## src/rtl/id_pipe_pkg.sv

```systemverilog
// Shared decode constants, immediate-format enumeration and the opcode
// classifier used by id_pipe.
package id_pipe_pkg;

  localparam logic [6:0] OPC_OP_IMM = 7'b0010011;
  localparam logic [6:0] OPC_OP     = 7'b0110011;
  localparam logic [6:0] OPC_BRANCH = 7'b1100011;
  localparam logic [6:0] OPC_LUI    = 7'b0110111;
  localparam logic [6:0] OPC_AUIPC  = 7'b0010111;
  localparam logic [6:0] OPC_JAL    = 7'b1101111;
  localparam logic [6:0] OPC_JALR   = 7'b1100111;
  localparam logic [6:0] OPC_LOAD   = 7'b0000011;
  localparam logic [6:0] OPC_STORE  = 7'b0100011;

  localparam logic [2:0] F3_ADD_SUB = 3'b000;
  localparam logic [2:0] F3_SLL     = 3'b001;
  localparam logic [2:0] F3_SRL_SRA = 3'b101;
  localparam logic [2:0] F3_BR_RSV0 = 3'b010;
  localparam logic [2:0] F3_BR_RSV1 = 3'b011;

  localparam logic [6:0] F7_BASE = 7'b0000000;
  localparam logic [6:0] F7_ALT  = 7'b0100000;

  typedef enum logic [2:0] {
    IMM_NONE,
    IMM_I,
    IMM_S,
    IMM_B,
    IMM_U,
    IMM_J
  } imm_fmt_e;

  typedef struct packed {
    logic     use_rs1;
    logic     use_rs2;
    logic     illegal;
    logic     wen_cls;
    imm_fmt_e fmt;
  } dec_ctrl_t;

  // Illegal encodings read no registers, write nothing and need no immediate.
  function automatic dec_ctrl_t decode_ctrl(input logic [31:0] inst);
    dec_ctrl_t  c;
    logic [2:0] f3;
    logic [6:0] f7;
    c   = '0;
    f3  = inst[14:12];
    f7  = inst[31:25];
    case (inst[6:0])
      OPC_OP_IMM: begin
        c.use_rs1 = 1'b1;
        c.wen_cls = 1'b1;
        c.fmt     = IMM_I;
      end
      OPC_OP: begin
        c.use_rs1 = 1'b1;
        c.use_rs2 = 1'b1;
        c.wen_cls = 1'b1;
        c.illegal = !((f7 == F7_BASE) ||
                      ((f7 == F7_ALT) && ((f3 == F3_ADD_SUB) || (f3 == F3_SRL_SRA))));
      end
      OPC_BRANCH: begin
        c.use_rs1 = 1'b1;
        c.use_rs2 = 1'b1;
        c.fmt     = IMM_B;
        c.illegal = (f3 == F3_BR_RSV0) || (f3 == F3_BR_RSV1);
      end
      OPC_LUI, OPC_AUIPC: begin
        c.wen_cls = 1'b1;
        c.fmt     = IMM_U;
      end
      OPC_JAL: begin
        c.wen_cls = 1'b1;
        c.fmt     = IMM_J;
      end
      OPC_JALR, OPC_LOAD: begin
        c.use_rs1 = 1'b1;
        c.wen_cls = 1'b1;
        c.fmt     = IMM_I;
      end
      OPC_STORE: begin
        c.use_rs1 = 1'b1;
        c.use_rs2 = 1'b1;
        c.fmt     = IMM_S;
      end
      default: c.illegal = 1'b1;
    endcase
    if (c.illegal) begin
      c.use_rs1 = 1'b0;
      c.use_rs2 = 1'b0;
      c.wen_cls = 1'b0;
      c.fmt     = IMM_NONE;
    end
    return c;
  endfunction

endpackage

```

## src/rtl/id_pipe_imm_gen.sv

```systemverilog
// Combinational RV32 immediate generator (I/S/B/U/J), sign-extended to XLEN.
module id_imm_gen
  import id_pipe_pkg::*;
#(
  parameter int XLEN = 32
) (
  input  logic [31:0]     inst_i,
  input  imm_fmt_e        fmt_i,
  output logic [XLEN-1:0] imm_o
);

  logic signed [31:0] imm32;
  logic               unused_opcode;

  assign unused_opcode = ^inst_i[6:0];

  always_comb begin
    imm32 = '0;
    case (fmt_i)
      IMM_I: imm32 = {{20{inst_i[31]}}, inst_i[31:20]};
      IMM_S: imm32 = {{20{inst_i[31]}}, inst_i[31:25], inst_i[11:7]};
      IMM_B: imm32 = {{19{inst_i[31]}}, inst_i[31], inst_i[7], inst_i[30:25],
                      inst_i[11:8], 1'b0};
      IMM_U: imm32 = {inst_i[31:12], 12'b0};
      IMM_J: imm32 = {{11{inst_i[31]}}, inst_i[31], inst_i[19:12], inst_i[20],
                      inst_i[30:21], 1'b0};
      default: imm32 = '0;
    endcase
  end

  assign imm_o = XLEN'(imm32);

endmodule

```

## src/rtl/id_pipe.sv

```systemverilog
// Single-stage RV32 instruction decode with one output register, load-use
// stall and flush. Define ID_BYPASS_EN to forward non-load EX results.
module id_pipe
  import id_pipe_pkg::*;
#(
  parameter int XLEN = 32,
  parameter int RA_W = 5
) (
  input  logic            clk,
  input  logic            rst,
  input  logic            in_valid_i,
  output logic            in_ready_o,
  input  logic [XLEN-1:0] inst_addr_i,
  input  logic [31:0]     inst_i,
  output logic [RA_W-1:0] rs1_addr_o,
  output logic [RA_W-1:0] rs2_addr_o,
  input  logic [XLEN-1:0] rs1_data_i,
  input  logic [XLEN-1:0] rs2_data_i,
  input  logic            ex_wen_i,
  input  logic [RA_W-1:0] ex_wd_addr_i,
  input  logic            ex_is_load_i,
  input  logic [XLEN-1:0] ex_wd_data_i,
  input  logic            flush_i,
  output logic            out_valid_o,
  input  logic            out_ready_i,
  output logic [XLEN-1:0] inst_addr_o,
  output logic [31:0]     inst_o,
  output logic [XLEN-1:0] op_1_o,
  output logic [XLEN-1:0] op_2_o,
  output logic [XLEN-1:0] op_3_o,
  output logic [RA_W-1:0] wd_addr_o,
  output logic            reg_wen_o,
  output logic            illegal_o
);

  dec_ctrl_t       ctrl;
  logic [RA_W-1:0] rs1_f, rs2_f, rd_f;
  logic [XLEN-1:0] imm;
  logic [XLEN-1:0] rs1_val, rs2_val;
  logic            ex_hit, hazard, accept;

  logic [XLEN-1:0] op1_c, op2_c, op3_c;
  logic            wen_c;
  logic [RA_W-1:0] wd_c;

  logic            valid_d, valid_q;
  logic [XLEN-1:0] inst_addr_d, inst_addr_q;
  logic [31:0]     inst_d, inst_q;
  logic [XLEN-1:0] op1_d, op1_q, op2_d, op2_q, op3_d, op3_q;
  logic [RA_W-1:0] wd_addr_d, wd_addr_q;
  logic            reg_wen_d, reg_wen_q;
  logic            illegal_d, illegal_q;

  assign ctrl  = decode_ctrl(inst_i);
  assign rs1_f = RA_W'(inst_i[19:15]);
  assign rs2_f = RA_W'(inst_i[24:20]);
  assign rd_f  = RA_W'(inst_i[11:7]);

  assign rs1_addr_o = ctrl.use_rs1 ? rs1_f : '0;
  assign rs2_addr_o = ctrl.use_rs2 ? rs2_f : '0;

  id_imm_gen #(.XLEN(XLEN)) u_imm_gen (
    .inst_i (inst_i),
    .fmt_i  (ctrl.fmt),
    .imm_o  (imm)
  );

  assign ex_hit = ex_wen_i && (ex_wd_addr_i != '0) &&
                  ((ctrl.use_rs1 && (ex_wd_addr_i == rs1_f)) ||
                   (ctrl.use_rs2 && (ex_wd_addr_i == rs2_f)));

`ifdef ID_BYPASS_EN
  logic fwd_ok;
  assign fwd_ok  = ex_wen_i && !ex_is_load_i && (ex_wd_addr_i != '0);
  assign rs1_val = (fwd_ok && (ex_wd_addr_i == rs1_f)) ? ex_wd_data_i : rs1_data_i;
  assign rs2_val = (fwd_ok && (ex_wd_addr_i == rs2_f)) ? ex_wd_data_i : rs2_data_i;
  // Only a load result is still unavailable; everything else is forwarded.
  assign hazard  = in_valid_i && ex_hit && ex_is_load_i;
`else
  logic unused_ex;
  assign unused_ex = ^{ex_wd_data_i, ex_is_load_i};
  assign rs1_val   = rs1_data_i;
  assign rs2_val   = rs2_data_i;
  assign hazard    = in_valid_i && ex_hit;
`endif

  assign in_ready_o = !rst && (!valid_q || out_ready_i) && !hazard && !flush_i;
  assign accept     = in_valid_i && in_ready_o;

  always_comb begin
    op1_c = '0;
    op2_c = '0;
    op3_c = '0;
    if (!ctrl.illegal) begin
      case (inst_i[6:0])
        OPC_OP_IMM: begin
          op1_c = rs1_val;
          op2_c = ((inst_i[14:12] == F3_SLL) || (inst_i[14:12] == F3_SRL_SRA)) ?
                  XLEN'(inst_i[24:20]) : imm;
        end
        OPC_OP: begin
          op1_c = rs1_val;
          op2_c = rs2_val;
        end
        OPC_BRANCH: begin
          op1_c = rs1_val;
          op2_c = rs2_val;
          op3_c = imm;
        end
        OPC_LUI: op1_c = imm;
        OPC_AUIPC: begin
          op1_c = inst_addr_i;
          op2_c = imm;
        end
        OPC_JAL: begin
          op1_c = inst_addr_i;
          op2_c = XLEN'(4);
          op3_c = imm;
        end
        OPC_JALR, OPC_LOAD: begin
          op1_c = rs1_val;
          op2_c = imm;
        end
        OPC_STORE: begin
          op1_c = rs1_val;
          op2_c = imm;
          op3_c = rs2_val;
        end
        default: ;
      endcase
    end
  end

  assign wen_c = ctrl.wen_cls && (rd_f != '0);
  assign wd_c  = wen_c ? rd_f : '0;

  // A held result only moves when EX takes it; flush overrides everything.
  always_comb begin
    valid_d     = valid_q;
    inst_addr_d = inst_addr_q;
    inst_d      = inst_q;
    op1_d       = op1_q;
    op2_d       = op2_q;
    op3_d       = op3_q;
    wd_addr_d   = wd_addr_q;
    reg_wen_d   = reg_wen_q;
    illegal_d   = illegal_q;
    if (flush_i) begin
      valid_d = 1'b0;
    end else if (!valid_q || out_ready_i) begin
      valid_d = accept;
      if (accept) begin
        inst_addr_d = inst_addr_i;
        inst_d      = inst_i;
        op1_d       = op1_c;
        op2_d       = op2_c;
        op3_d       = op3_c;
        wd_addr_d   = wd_c;
        reg_wen_d   = wen_c;
        illegal_d   = ctrl.illegal;
      end
    end
  end

  always_ff @(posedge clk) begin
    if (rst) begin
      valid_q     <= 1'b0;
      inst_addr_q <= '0;
      inst_q      <= '0;
      op1_q       <= '0;
      op2_q       <= '0;
      op3_q       <= '0;
      wd_addr_q   <= '0;
      reg_wen_q   <= 1'b0;
      illegal_q   <= 1'b0;
    end else begin
      valid_q     <= valid_d;
      inst_addr_q <= inst_addr_d;
      inst_q      <= inst_d;
      op1_q       <= op1_d;
      op2_q       <= op2_d;
      op3_q       <= op3_d;
      wd_addr_q   <= wd_addr_d;
      reg_wen_q   <= reg_wen_d;
      illegal_q   <= illegal_d;
    end
  end

  assign out_valid_o = valid_q;
  assign inst_addr_o = inst_addr_q;
  assign inst_o      = inst_q;
  assign op_1_o      = op1_q;
  assign op_2_o      = op2_q;
  assign op_3_o      = op3_q;
  assign wd_addr_o   = wd_addr_q;
  assign reg_wen_o   = reg_wen_q;
  assign illegal_o   = illegal_q;

endmodule

```

## config.mk

```make
export PLATFORM = sky130hd
export DESIGN_NAME = id_pipe
export DESIGN_NICKNAME = d
export VERILOG_FILES = /design/src/rtl/id_pipe_pkg.sv /design/src/rtl/id_pipe_imm_gen.sv /design/src/rtl/id_pipe.sv
export SDC_FILE = /design/constraint.sdc
export NUM_CORES = 1
export LEC_CHECK = 0
export ABC_CLOCK_PERIOD_IN_PS = 9300
export CAP_MARGIN = 20
export CORE_ASPECT_RATIO = 0.8
export CORE_MARGIN = 2
export CORE_UTILIZATION = 40
export DETAILED_ROUTE_END_ITERATION = 8
export PLACE_DENSITY = 0.75
export REMOVE_ABC_BUFFERS = 1
export SLEW_MARGIN = 30
export SYNTH_ARGS = -nofsm -noshare
export SYNTH_HDL_FRONTEND = slang
export SYNTH_SLANG_ARGS = --single-unit
```

## constraint.sdc

```tcl
create_clock -name clk -period 9.3 [get_ports clk]
set_input_delay 2.325 -clock clk [delete_from_list [all_inputs] [get_ports clk]]
set_output_delay 2.325 -clock clk [all_outputs]
set_load 0.01 [all_outputs]
```

==> impl_results.md <==
- Die Y: 136.2 um
- Hold Path Depth: 2
- Pins Over Slew Limit: 0
- Total negative slack: 0 ns
- # Post-CTS Setup Buffers: 0
- Worst Skew: 0.009387 ns
- Non-filler instance count after layout: 1,439
- CTS tree: done
- Initial Util: between 40% and 50%
- Average routed wire per standard cell: 23.82 um
- H-tree depth: 4
- Root Driver: clkbuf_16
- I/O Buffers: about 320
- Hold path start: op_1_o[22]
- VDD IR-drop max: about 0.000098 V
- Most frequent cell after synthesis: dfxtp_1
- CP Data Arrival Time: 5.32 ns
- Primary FF master, synth: dfxtp_1
- WHS Endpoint: op_1_o[22]
- Area grow syn2layout: 43.76%
- Fmax: 0.1309 GHz
- Outcome: completed
- Post-cts sizing count: 0
- Slew margin rel.: 31.04%
- Synth top area share: approximately 38%
- Leakage: approximately 4 nW
- DIE WIDTH: between 150 and 200 um
- Worst setup EP type: primary output
- Final Cycle Share: 82.15%
- Slew @ Worst Pin: roughly 1.0 ns
- Total grt overflow: 0
- Crit Path Category: in -> out
- Via/cell ratio: 6.267
- Worst R2R Start: out_valid_o
- Ys async rst share: 0%
- Cell count of the worst reg-to-reg path: 6
- Layout fillers: approximately 1,800
- HPWL after DPL: about 22,000 um
- Core area: between 20,000 and 25,000 um^2
- RSZ-0062 raised after global routing: false
- Num rows: 48
- WP data required: roughly 7 ns
- First DRT Iteration DRCs: 913
- Yosys warns: 0
- Largest net degree at the start of global routing: around 90
- Clock Latency Late Sink: between 0.4 and 0.5 ns
- Synth cell types: 70
- Via count: between 9,000 and 10,000
- Post-layout min period: 7.640 ns
- Total track usage: between 20 and 30%
- Number of buffers created by CTS: 17
- Avg Synthesized Cell Area: ~9.6 um^2
- Sequential share of the synthesized area: between 30% and 40%
- Final Wtd Congestion: a little over 0.9
- R2r endpoint: op_3_o[22]
- DRC violation count after routing: 0
- DRT Wirelength: about 34,000 um
- Setup Viol. Count Final: 0
- Final hold viol count: 0
- Clk sinks: 168
- Post-synth top cells: 168 x dfxtp_1, 66 x clkbuf_1, 65 x a31o_2, 61 x nor3b_1
- R2r setup slk: between 6 and 7 ns
- N_diodes: 0
- Pwr per Cell Area: around 140 nW/um^2
- First-pass GRT wire length: approximately 52,000 um
- Vias in the first global route: slightly below 9,000
- DRT antenna net count: 0
- Worst Path Max Fanout: 14
- Layout cells sized above 1: 16.84%
- Synth Instances: between 900 and 1,000
- EDFF count, synth: 0
- Largest area contributor in the netlist: dfxtp_1
- Mapped cell area: approximately 8700 um^2
- DRT Pass-1 Iters: 8
- Hold Crit Class: reg -> reg
- #FFs+latches synth: around 170
- # Max-Cap Violations: 0
- Initial antenna violation count: 0
- Max clock buf depth: 2
- Hold_buf cts: 0
- Dpl cells: 1,407
- Sequential cell area: roughly 3400 um^2
- Final net count: approximately 1,300
- Setup crit start kind: input pin
- Die area: ~23,000 um^2
- Fin Hold WS: 0.4618 ns
- Worst-path clk slew: about 0.070 ns
- Synth top area cells: dfxtp_1 38%, a31o_2 6.5%, o32ai_2 6.1%
- Area occupied by multi-input gates: approximately 4700 um^2
- # IOs: between 300 and 400
through the flow:
stage | area (um^2) | utilization (%) | total power, mW | setup slack, ns
final | 12560 | 58.42 | 1.739 | 1.660
after global routing | 12560 | 58.42 | 1.801 | 1.585
after CTS | 12560 | 58.42 | 1.752 | 1.745
after detailed placement | 11960 | 55.61 | 1.008 | 1.738
after global placement | 11920 | 55.46 | 1.005 | 1.768
after floorplan | 8215 | - | 0.8508 | -1.153
state kept, by name (all words and copies together), names as in the netlist:
| register | flops |
|---|---|
| inst_addr_o | 32 |
| inst_o | 32 |
| op_1_o | 32 |
| op_2_o | 32 |
| op_3_o | 32 |
| wd_addr_o | 5 |
| illegal_o | 1 |
| out_valid_o | 1 |
| reg_wen_o | 1 |
cell usage in the layout, fill, tap and decap left out, types with 7 or more instances in the layout:
cell             netlist  routed
clkbuf_16              0      17
nand2b_1               8       8
o21ai_0               32      32
a222oi_1              25      25
o31ai_2                9       9
o32ai_2               33      33
o41ai_2               11      11
nand3_1               10      10
nor3b_1               61      61
inv_1                 52      51
nor2_1                17      16
a31o_2                65      65
nor3_1                16      15
a211oi_2               9       9
a221oi_1              18      18
nand2_1               30      28
o211ai_1              52      52
buf_4                  5      16
o41ai_1               12      12
and3_1                 8       8
a21oi_1               15      14
clkdlybuf4s50_1        0     316
dfxtp_1              168     168
a22oi_1               48      48
or3_1                  7       7
a21boi_0              11      11
layer usage:
layer / global-route usage (%) / up-vias / part of all wire [%]
met5: 0 / - / 0
met4: 9.307 / 0 / 2.2
met3: 8.151 / 55 / 10
met2: 45.12 / 489 / 45
met1: 39.28 / 4423 / 43
li1: - / 4051 / -
how the worst max path moves through the flow:
stage / startpoint / end / cells past startpoint
2_1_floorplan: inst_i[4] / op_2_o[0] / 6
3_3_place_gp: inst_i[4] / rs2_addr_o[2] / 8
3_5_place_dp: inst_i[4] / rs2_addr_o[2] / 8
4_1_cts: inst_i[4] / rs1_addr_o[4] / 8
5_1_grt: inst_i[4] / rs2_addr_o[2] / 8
6_report: inst_i[4] / rs1_addr_o[4] / 8
layout make-up:
cell class              instances  share of cell area [%]
multi-input cells             577                   37.54
flip-flops and latches        168                   26.78
repair buffers                335                   26.56
clock buffers                  18                   3.417
well taps                     275                   2.739
inverters                      52                   1.574
clock inverters                14                   1.395
report_power, final:
part / switching (mW) / leakage (nW) / total (mW) / internal [mW]
registers: 0.00928 / 1.36 / 0.746 / 0.737
clock network: 0.335 / 0.292 / 0.746 / 0.410
logic: 0.128 / 2.41 / 0.248 / 0.120
kinds of logic (layout without fill, tap and decap cells):
| family | after synthesis | count (layout) | share of synthesized area [%] |
|---|---|---|---|
| buf+inv | 162 | 419 | 8.206 |
| compound gates | 375 | 375 | 38.77 |
| simple gates | 186 | 186 | 12.87 |
| flops | 168 | 168 | 38.49 |
| xor+xnor | 12 | 12 | 1.203 |
| mux | 4 | 4 | 0.4583 |
critical path, stage by stage:
cell             delay [ns]
clkdlybuf4s50_1        0.81
nor2b_1                0.45
nand2_1                0.25
a21oi_2                0.37
nand2_1                0.21
and2_1                 0.23
and3_1                 0.18
clkdlybuf4s50_1        0.48
No activity file was read; power rests on OpenSTA's default activity.
